**src/rtl/dbg_ahb_pkg.sv**
```systemverilog
// Shared encodings for the debug AHB-lite arbiter: FSM states, AHB codes and
// the two-requester winner selection.
package dbg_ahb_pkg;

   typedef enum logic [1:0] {
      ST_IDLE = 2'b00,
      ST_ADDR = 2'b01,
      ST_DATA = 2'b10,
      ST_RESP = 2'b11
   } state_e;

   localparam logic [1:0] HTRANS_IDLE   = 2'b00;
   localparam logic [1:0] HTRANS_NONSEQ = 2'b10;

   localparam logic [2:0] HSIZE_BYTE    = 3'b000;
   localparam logic [2:0] HSIZE_HALF    = 3'b001;
   localparam logic [2:0] HSIZE_WORD    = 3'b010;

   localparam logic [2:0] HBURST_SINGLE = 3'b000;

   // Returns the winning requester index; on a round-robin tie the requester
   // that did not own the last grant wins.
   function automatic logic pick_winner(input logic req0,
                                        input logic req1,
                                        input logic owner,
                                        input logic fixed_prio);
      if (req0 && req1) begin
         return fixed_prio ? 1'b0 : ~owner;
      end
      return req1 && !req0;
   endfunction

endpackage

```
**src/rtl/dbg_ahb_timeout.sv**
```systemverilog
// Wait-state watchdog: counts stalled ADDR/DATA cycles since the last grant and
// flags expiry once the count reaches TIMEOUT_CYCLES (saturates there).
module dbg_ahb_timeout #(
   parameter int unsigned TIMEOUT_CYCLES = 1024,
   localparam int unsigned CW = $clog2(TIMEOUT_CYCLES + 1)
) (
   input  logic clk_i,
   input  logic rst_i,
   input  logic clr_i,
   input  logic en_i,
   output logic expired_o
);

   logic [CW-1:0] cnt_q, cnt_d;

   assign expired_o = (cnt_q == CW'(TIMEOUT_CYCLES));

   always_comb begin
      cnt_d = cnt_q;
      if (clr_i) begin
         cnt_d = '0;
      end else if (en_i && !expired_o) begin
         cnt_d = cnt_q + CW'(1);
      end
   end

   always_ff @(posedge clk_i or negedge rst_i) begin
      if (!rst_i) begin
         cnt_q <= '0;
      end else begin
         cnt_q <= cnt_d;
      end
   end

endmodule

```
**src/rtl/dbg_ahb_arbiter.sv**
```systemverilog
// Two-requester arbiter driving one registered AHB-lite single transfer per grant,
// with per-requester ack/rdata/err return and a wait-state timeout abort.
module dbg_ahb_arbiter
   import dbg_ahb_pkg::*;
#(
   parameter bit          FIXED_PRIO     = 1'b0,
   parameter int unsigned TIMEOUT_CYCLES = 1024
) (
   input  logic        clk_i,
   input  logic        rst_i,
   input  logic        m0_req_i,
   input  logic        m0_write_i,
   input  logic [31:0] m0_addr_i,
   input  logic [2:0]  m0_size_i,
   input  logic [31:0] m0_wdata_i,
   input  logic [3:0]  m0_wstrb_i,
   output logic        m0_ack_o,
   output logic [31:0] m0_rdata_o,
   output logic        m0_err_o,
   input  logic        m1_req_i,
   input  logic        m1_write_i,
   input  logic [31:0] m1_addr_i,
   input  logic [2:0]  m1_size_i,
   input  logic [31:0] m1_wdata_i,
   input  logic [3:0]  m1_wstrb_i,
   output logic        m1_ack_o,
   output logic [31:0] m1_rdata_o,
   output logic        m1_err_o,
   output logic        hsel_o,
   output logic        hwrite_o,
   output logic [31:0] haddr_o,
   output logic [2:0]  hsize_o,
   output logic [2:0]  hburst_o,
   output logic [1:0]  htrans_o,
   output logic [31:0] hwdata_o,
   output logic [3:0]  hwuser_o,
   input  logic        hready_i,
   input  logic [31:0] hrdata_i,
   input  logic        hresp_i,
   output logic        owner_o
);

   state_e            state_q, state_d;
   logic              hsel_q, hsel_d;
   logic              hwrite_q, hwrite_d;
   logic [31:0]       haddr_q, haddr_d;
   logic [2:0]        hsize_q, hsize_d;
   logic [1:0]        htrans_q, htrans_d;
   logic [31:0]       hwdata_q, hwdata_d;
   logic [3:0]        hwuser_q, hwuser_d;
   logic              owner_q, owner_d;
   logic [1:0]        ack_q, ack_d;
   logic [1:0]        err_q, err_d;
   logic [1:0][31:0]  rdata_q, rdata_d;

   logic              win;
   logic              resp_vld;
   logic [31:0]       resp_dat;
   logic              resp_err;
   logic              tmo_clr, tmo_en, tmo_expired;

   dbg_ahb_timeout #(
      .TIMEOUT_CYCLES(TIMEOUT_CYCLES)
   ) u_timeout (
      .clk_i    (clk_i),
      .rst_i    (rst_i),
      .clr_i    (tmo_clr),
      .en_i     (tmo_en),
      .expired_o(tmo_expired)
   );

   assign win = pick_winner(m0_req_i, m1_req_i, owner_q, FIXED_PRIO);

   always_comb begin
      state_d  = state_q;
      hsel_d   = hsel_q;
      hwrite_d = hwrite_q;
      haddr_d  = haddr_q;
      hsize_d  = hsize_q;
      htrans_d = htrans_q;
      hwdata_d = hwdata_q;
      hwuser_d = hwuser_q;
      owner_d  = owner_q;
      ack_d    = '0;
      err_d    = err_q;
      rdata_d  = rdata_q;
      resp_vld = 1'b0;
      resp_dat = '0;
      resp_err = 1'b0;
      tmo_clr  = 1'b0;
      tmo_en   = 1'b0;

      unique case (state_q)
         ST_IDLE: begin
            if (m0_req_i || m1_req_i) begin
               owner_d  = win;
               hwrite_d = win ? m1_write_i : m0_write_i;
               haddr_d  = win ? m1_addr_i  : m0_addr_i;
               hsize_d  = win ? m1_size_i  : m0_size_i;
               hwdata_d = win ? m1_wdata_i : m0_wdata_i;
               hwuser_d = win ? m1_wstrb_i : m0_wstrb_i;
               hsel_d   = 1'b1;
               htrans_d = HTRANS_NONSEQ;
               tmo_clr  = 1'b1;
               state_d  = ST_ADDR;
            end
         end
         ST_ADDR, ST_DATA: begin
            // Expiry wins over a late hready so the abort lands on a fixed cycle.
            if (tmo_expired) begin
               hsel_d   = 1'b0;
               htrans_d = HTRANS_IDLE;
               resp_vld = 1'b1;
               resp_err = 1'b1;
               state_d  = ST_RESP;
            end else if (hready_i) begin
               if (state_q == ST_ADDR) begin
                  hsel_d   = 1'b0;
                  htrans_d = HTRANS_IDLE;
                  state_d  = ST_DATA;
               end else begin
                  resp_vld = 1'b1;
                  resp_dat = hwrite_q ? 32'h0 : hrdata_i;
                  resp_err = hresp_i;
                  state_d  = ST_RESP;
               end
            end else begin
               tmo_en = 1'b1;
            end
         end
         ST_RESP: begin
            state_d = ST_IDLE;
         end
         default: begin
            state_d = ST_IDLE;
         end
      endcase

      if (resp_vld) begin
         ack_d[owner_q]   = 1'b1;
         rdata_d[owner_q] = resp_dat;
         err_d[owner_q]   = resp_err;
      end
   end

   always_ff @(posedge clk_i or negedge rst_i) begin
      if (!rst_i) begin
         state_q  <= ST_IDLE;
         hsel_q   <= 1'b0;
         hwrite_q <= 1'b0;
         haddr_q  <= '0;
         hsize_q  <= '0;
         htrans_q <= HTRANS_IDLE;
         hwdata_q <= '0;
         hwuser_q <= '0;
         owner_q  <= 1'b0;
         ack_q    <= '0;
         err_q    <= '0;
         rdata_q  <= '0;
      end else begin
         state_q  <= state_d;
         hsel_q   <= hsel_d;
         hwrite_q <= hwrite_d;
         haddr_q  <= haddr_d;
         hsize_q  <= hsize_d;
         htrans_q <= htrans_d;
         hwdata_q <= hwdata_d;
         hwuser_q <= hwuser_d;
         owner_q  <= owner_d;
         ack_q    <= ack_d;
         err_q    <= err_d;
         rdata_q  <= rdata_d;
      end
   end

   assign hsel_o     = hsel_q;
   assign hwrite_o   = hwrite_q;
   assign haddr_o    = haddr_q;
   assign hsize_o    = hsize_q;
   assign hburst_o   = HBURST_SINGLE;
   assign htrans_o   = htrans_q;
   assign hwdata_o   = hwdata_q;
   assign hwuser_o   = hwuser_q;
   assign owner_o    = owner_q;
   assign m0_ack_o   = ack_q[0];
   assign m1_ack_o   = ack_q[1];
   assign m0_err_o   = err_q[0];
   assign m1_err_o   = err_q[1];
   assign m0_rdata_o = rdata_q[0];
   assign m1_rdata_o = rdata_q[1];

endmodule

```
**config.mk**
```make
export PLATFORM = sky130hd
export DESIGN_NAME = dbg_ahb_arbiter
export DESIGN_NICKNAME = d
export VERILOG_FILES = /design/src/rtl/dbg_ahb_pkg.sv /design/src/rtl/dbg_ahb_timeout.sv /design/src/rtl/dbg_ahb_arbiter.sv
export SDC_FILE = /design/constraint.sdc
export NUM_CORES = 1
export LEC_CHECK = 0
export CAP_MARGIN = 20
export CORE_ASPECT_RATIO = 1.75
export CORE_MARGIN = 2
export CORE_UTILIZATION = 42
export CTS_BUF_LIST = sky130_fd_sc_hd__clkbuf_8
export CTS_CLUSTER_DIAMETER = 80
export DETAILED_ROUTE_END_ITERATION = 10
export PLACE_DENSITY_LB_ADDON = 0.2
export SKIP_LAST_GASP = 1
export SYNTH_ARGS = -nofsm -noshare
export SYNTH_HDL_FRONTEND = slang
export SYNTH_SLANG_ARGS = --single-unit
```
**constraint.sdc**
```tcl
create_clock -name clk_i -period 2.33 [get_ports clk_i]
set_clock_uncertainty 0.15 [all_clocks]
set_input_delay 0.466 -clock clk_i [delete_from_list [all_inputs] [get_ports clk_i]]
set_output_delay 0.466 -clock clk_i [all_outputs]
set_load 0.005 [all_outputs]
```
==> results of run 1 <==
[layout make-up]
cell class                 instances  area (sq um)
clock buffer                      18           248
clock inverter                    14           160
fill                            1209          5080
inverter                           9          33.8
multi-input combinational        362          2510
sequential                       155          3880
tap                              189           236
timing repair buffer             344          3570
[routing by layer]
metal	vias up	share of wire	wire length [um]
met5	-	0	0
met4	0	0.032	648
met3	37	0.091	1830
met2	285	0.53	10600
met1	2705	0.35	7020
li1	2654	-	-
[cell usage after synthesis (2+ instances only)]
master    number
buf_4          5
and4_1         2
o21ai_0       54
dfrtp_1      155
xnor2_1        6
nor4b_4        2
inv_1          9
nand2b_1       2
a21oi_1        4
a22o_1        64
ha_1           5
a31oi_1        3
nand4_1        2
buf_6         11
xor2_1         2
nor4_1         2
or3_1          2
o21ai_1       22
nand2_1       80
nand3_1        4
o22a_1         2
nor2_1        12
buf_2         16
mux2i_1       72
clkbuf_1      12
[cell families after synthesis]
logic type                 after synthesis  share of synthesized area
AOI/OAI and AO/OA                      155                      0.159
DFF                                    155                      0.581
and+or+nand+nor                        118                     0.0841
muxes                                   72                      0.108
buffers and inverters                   53                     0.0480
xor gates and xnor gates                 8                     0.0105
adders and majority gates                5                    0.00937
other                                    1                   0.000562
[state kept, by name (all words and copies together), names as in the netlist]
register	count
u_timeout.cnt_q	11
hwuser_o	4
err_q	2
m1_rdata_o	32
hwdata_o	32
hwrite_o	1
htrans_o	1
owner_o	1
m0_rdata_o	32
state_q	2
hsize_o	3
ack_q	2
haddr_o	32
[where the power goes]
part / leakage [uW] / switching, uW / internal [uW] / total [uW]
sequential: 0.00197 / 700 / 3830 / 4530
combinational: 0.00249 / 2180 / 3290 / 5470
clock: 0.000203 / 1060 / 1000 / 2070
[worst max-delay path by stage]
stage	from	endpoint
after floorplan	state_q[0]$_DFFE_PN0P_	err_q[0]$_DFFE_PN0P_
after global placement	m0_req_i	haddr_o[18]$_DFFE_PN0P_
after detailed placement	m0_req_i	hwdata_o[5]$_DFFE_PN0P_
after CTS	owner_o$_DFFE_PN0P_	owner_o
after global routing	state_q[0]$_DFFE_PN0P_	u_timeout.cnt_q[10]$_DFFE_PN0P_
final	owner_o$_DFFE_PN0P_	owner_o
[stage by stage]
stage | hold slack [ns] | std cells | worst slack [ns] | cell area [sq um]
after floorplan | 0.0204 | 570 | 0.414 | 6690
after global placement | 0.271 | 1058 | 0.158 | 10200
after detailed placement | 0.277 | 1058 | 0.0793 | 10200
after CTS | 0.338 | 1091 | 0.0433 | 10600
after global routing | 0.364 | 1091 | 0.103 | 10600
final | 0.329 | 1091 | 0.208 | 10600
[what timing repair did]
action | 4_1_cts | 5_1_grt
resized for setup | 0 | 1
hold endpoints to repair | 40 | 0
buffers inserted | 0 | 0
setup endpoints to repair | 0 | 1
hold buffers | 1 | 0
==> impl_table.tex, run 1 <==
\begin{tabular}{lr}
\hline
Metric & Value \\
\hline
\multicolumn{2}{l}{\textbf{Place}} \\
Gp weighted congestion & 0.826 \\
Estimated wirelength of the detail-placed design & 15400 um \\
Number of buffer cells added on primary ports & 324 \\
\multicolumn{2}{l}{\textbf{Cells and area}} \\
Post-layout net count & 1076 \\
Highest-count cells in the layout ignoring fill and taps & clkdlybuf4s50\_1 (323), dfrtp\_1 (154), nand2\_1 (80), mux2i\_1 (72), a22o\_1 (64) \\
Most common library cell in the layout ignoring fill and taps & clkdlybuf4s50\_1 \\
Antenna cell count & 0 \\
End-of-flow core utilization & 0.677 \\
Layout-stage area growth over the synthesis result & 59.4\% \\
Share of final-layout standard cells stronger than drive strength 1 & 0.0676 \\
\multicolumn{2}{l}{\textbf{Setup path}} \\
Signal arrival time at the worst endpoint & 1.51 ns \\
Buf/Inv on CP & 1 \\
Worst-case register-to-register setup slack & 0.23 ns \\
Endpoint of the most critical register-to-register path & err\_q[0]\$\_DFFE\_PN0P\_ \\
CP startpoint kind & flip-flop \\
Largest fanout on the critical path & 9 \\
Required @ worst endpoint & 1.71 ns \\
Reg2reg start & state\_q[0]\$\_DFFE\_PN0P\_ \\
Crit path kind & reg2out \\
Crit path cell chain & clkdlybuf4s50\_1 \\
Largest stage delay on the critical path & 0.57 ns \\
Number of cells traversed by the worst register-to-register path & 5 \\
Slowest stage cell, crit path & clkdlybuf4s50\_1 \\
CP Capture Type & output pin \\
Dominant delay contributor by cell family on the critical path & buffers and inverters \\
Critical path depth & 1 \\
\multicolumn{2}{l}{\textbf{Global routing}} \\
Grt met1 use & 0.257 \\
Total global routing track utilization & 0.236 \\
Global-route wire length before repair & 31400 um \\
Global routing met3 resource utilization & 0.0829 \\
Most Crowded Layer GR & met2 \\
Initial antenna violation count & 0 \\
Global routing usage on met2 & 0.416 \\
Total grt overflow & 0 \\
Vias in the first global route & 6108 \\
Largest net degree at the start of global routing & 85 \\
\multicolumn{2}{l}{\textbf{Clock network}} \\
Sink Count & 155 \\
CTS tree & done \\
H-tree depth reported by CTS & 4 \\
Longest Clk Path Bufs & 2 \\
Clock latency of the later-clocked register in the worst-skew pair & 0.43 ns \\
Clk root buf & clkbuf\_8 \\
Clock transition at the register clock pins on the worst setup and hold paths after CTS & 0.07 ns \\
Cts bufs inserted & 17 \\
\multicolumn{2}{l}{\textbf{Timing}} \\
Slew Limit Fails & 0 \\
Accumulated negative setup slack & 0 ns \\
Setup repair after global routing missed its margin & no \\
Part of the cycle the worst path needs & 0.911 \\
Highest achievable clock rate & 471 MHz \\
Minimum clock period & 2.12 ns \\
Final setup vio count & 0 \\
Count of endpoints failing hold in the final timing report & 0 \\
\multicolumn{2}{l}{\textbf{Hold path}} \\
Critical hold path startpoint & hwdata\_o[18]\$\_DFFE\_PN0P\_ \\
Hold path depth & 2 \\
Destination of the worst hold path & hwdata\_o[18]\$\_DFFE\_PN0P\_ \\
Tightest Hold Check Type & reg2reg \\
\multicolumn{2}{l}{\textbf{Yosys}} \\
Mapped Area & 6680 sq um \\
Post-synthesis sequential element count & 155 \\
Sequential fraction of the synthesis area & 0.581 \\
Count of cell types in the netlist & 42 \\
Instance count of the mapped netlist & 567 \\
Cells taking the most area after synthesis & dfrtp\_1 (58\%), mux2i\_1 (11\%), a22o\_1 (8.4\%) \\
Share of synthesized registers carrying an async set or reset & 1.00 \\
Average footprint of a synthesized cell & 11.8 sq um \\
Yosys warns & 0 \\
Top FF cell, synth & dfrtp\_1 \\
Count of flip-flops with a built-in enable after synthesis & 0 \\
Portion of synthesized cell area occupied by the leading cell type & 0.581 \\
Synth area leader & dfrtp\_1 \\
\multicolumn{2}{l}{\textbf{Routing}} \\
Via density & 5.21 \\
Post-DR wirelength/cell & 18.4 um \\
1st-iter DRT viols & 217 \\
Antenna-violating nets left & 0 \\
Routed wire length & 20100 um \\
Remaining DRCs & 0 \\
Via count & 5681 \\
First drt pass iteration count & 6 \\
\multicolumn{2}{l}{\textbf{Pwr}} \\
Total power density per cell area & 1130 nW/um\^{}2 \\
Sum of internal, switching and leakage power & 12100 uW \\
Leakage dissipation & 0.00466 uW \\
Worst ir drop on vdd & 513 uV \\
\multicolumn{2}{l}{\textbf{Floorplanning}} \\
I/O pin count & 329 \\
Height of the die & 171 um \\
Core Region & 15700 sq um \\
Std-Cell Rows & 61 \\
Die span in x & 99.3 um \\
Initial Util & 0.425 \\
Die Area & 17000 sq um \\
\multicolumn{2}{l}{\textbf{Flow run}} \\
Reported max-cap violation count & 0 \\
\multicolumn{2}{l}{\textbf{Status}} \\
Outcome & completed \\
\hline
\end{tabular}
Note: power is estimated with default switching activity, not from simulation.
==> run 2: changes to the inputs <==
--- a/config.mk
+++ b/config.mk
@@ -5,7 +5,6 @@
 export SDC_FILE = /design/constraint.sdc
 export NUM_CORES = 1
 export LEC_CHECK = 0
-export CAP_MARGIN = 20
 export CORE_ASPECT_RATIO = 1.75
 export CORE_MARGIN = 2
 export CORE_UTILIZATION = 42
@@ -13,6 +12,7 @@
 export CTS_CLUSTER_DIAMETER = 80
 export DETAILED_ROUTE_END_ITERATION = 10
 export PLACE_DENSITY_LB_ADDON = 0.2
+export SETUP_SLACK_MARGIN = 0.02
 export SKIP_LAST_GASP = 1
 export SYNTH_ARGS = -nofsm -noshare
 export SYNTH_HDL_FRONTEND = slang
==> results of run 2 <==
No change in the layout: final DEF, timing and power equal those of run 1.
==> run 3: changes to the inputs <==
--- a/config.mk
+++ b/config.mk
@@ -5,6 +5,7 @@
 export SDC_FILE = /design/constraint.sdc
 export NUM_CORES = 1
 export LEC_CHECK = 0
+export CAP_MARGIN = 10
 export CORE_ASPECT_RATIO = 1.75
 export CORE_MARGIN = 2
 export CORE_UTILIZATION = 42
==> results of run 3 <==
No change in the layout: final DEF, timing and power equal those of run 1.
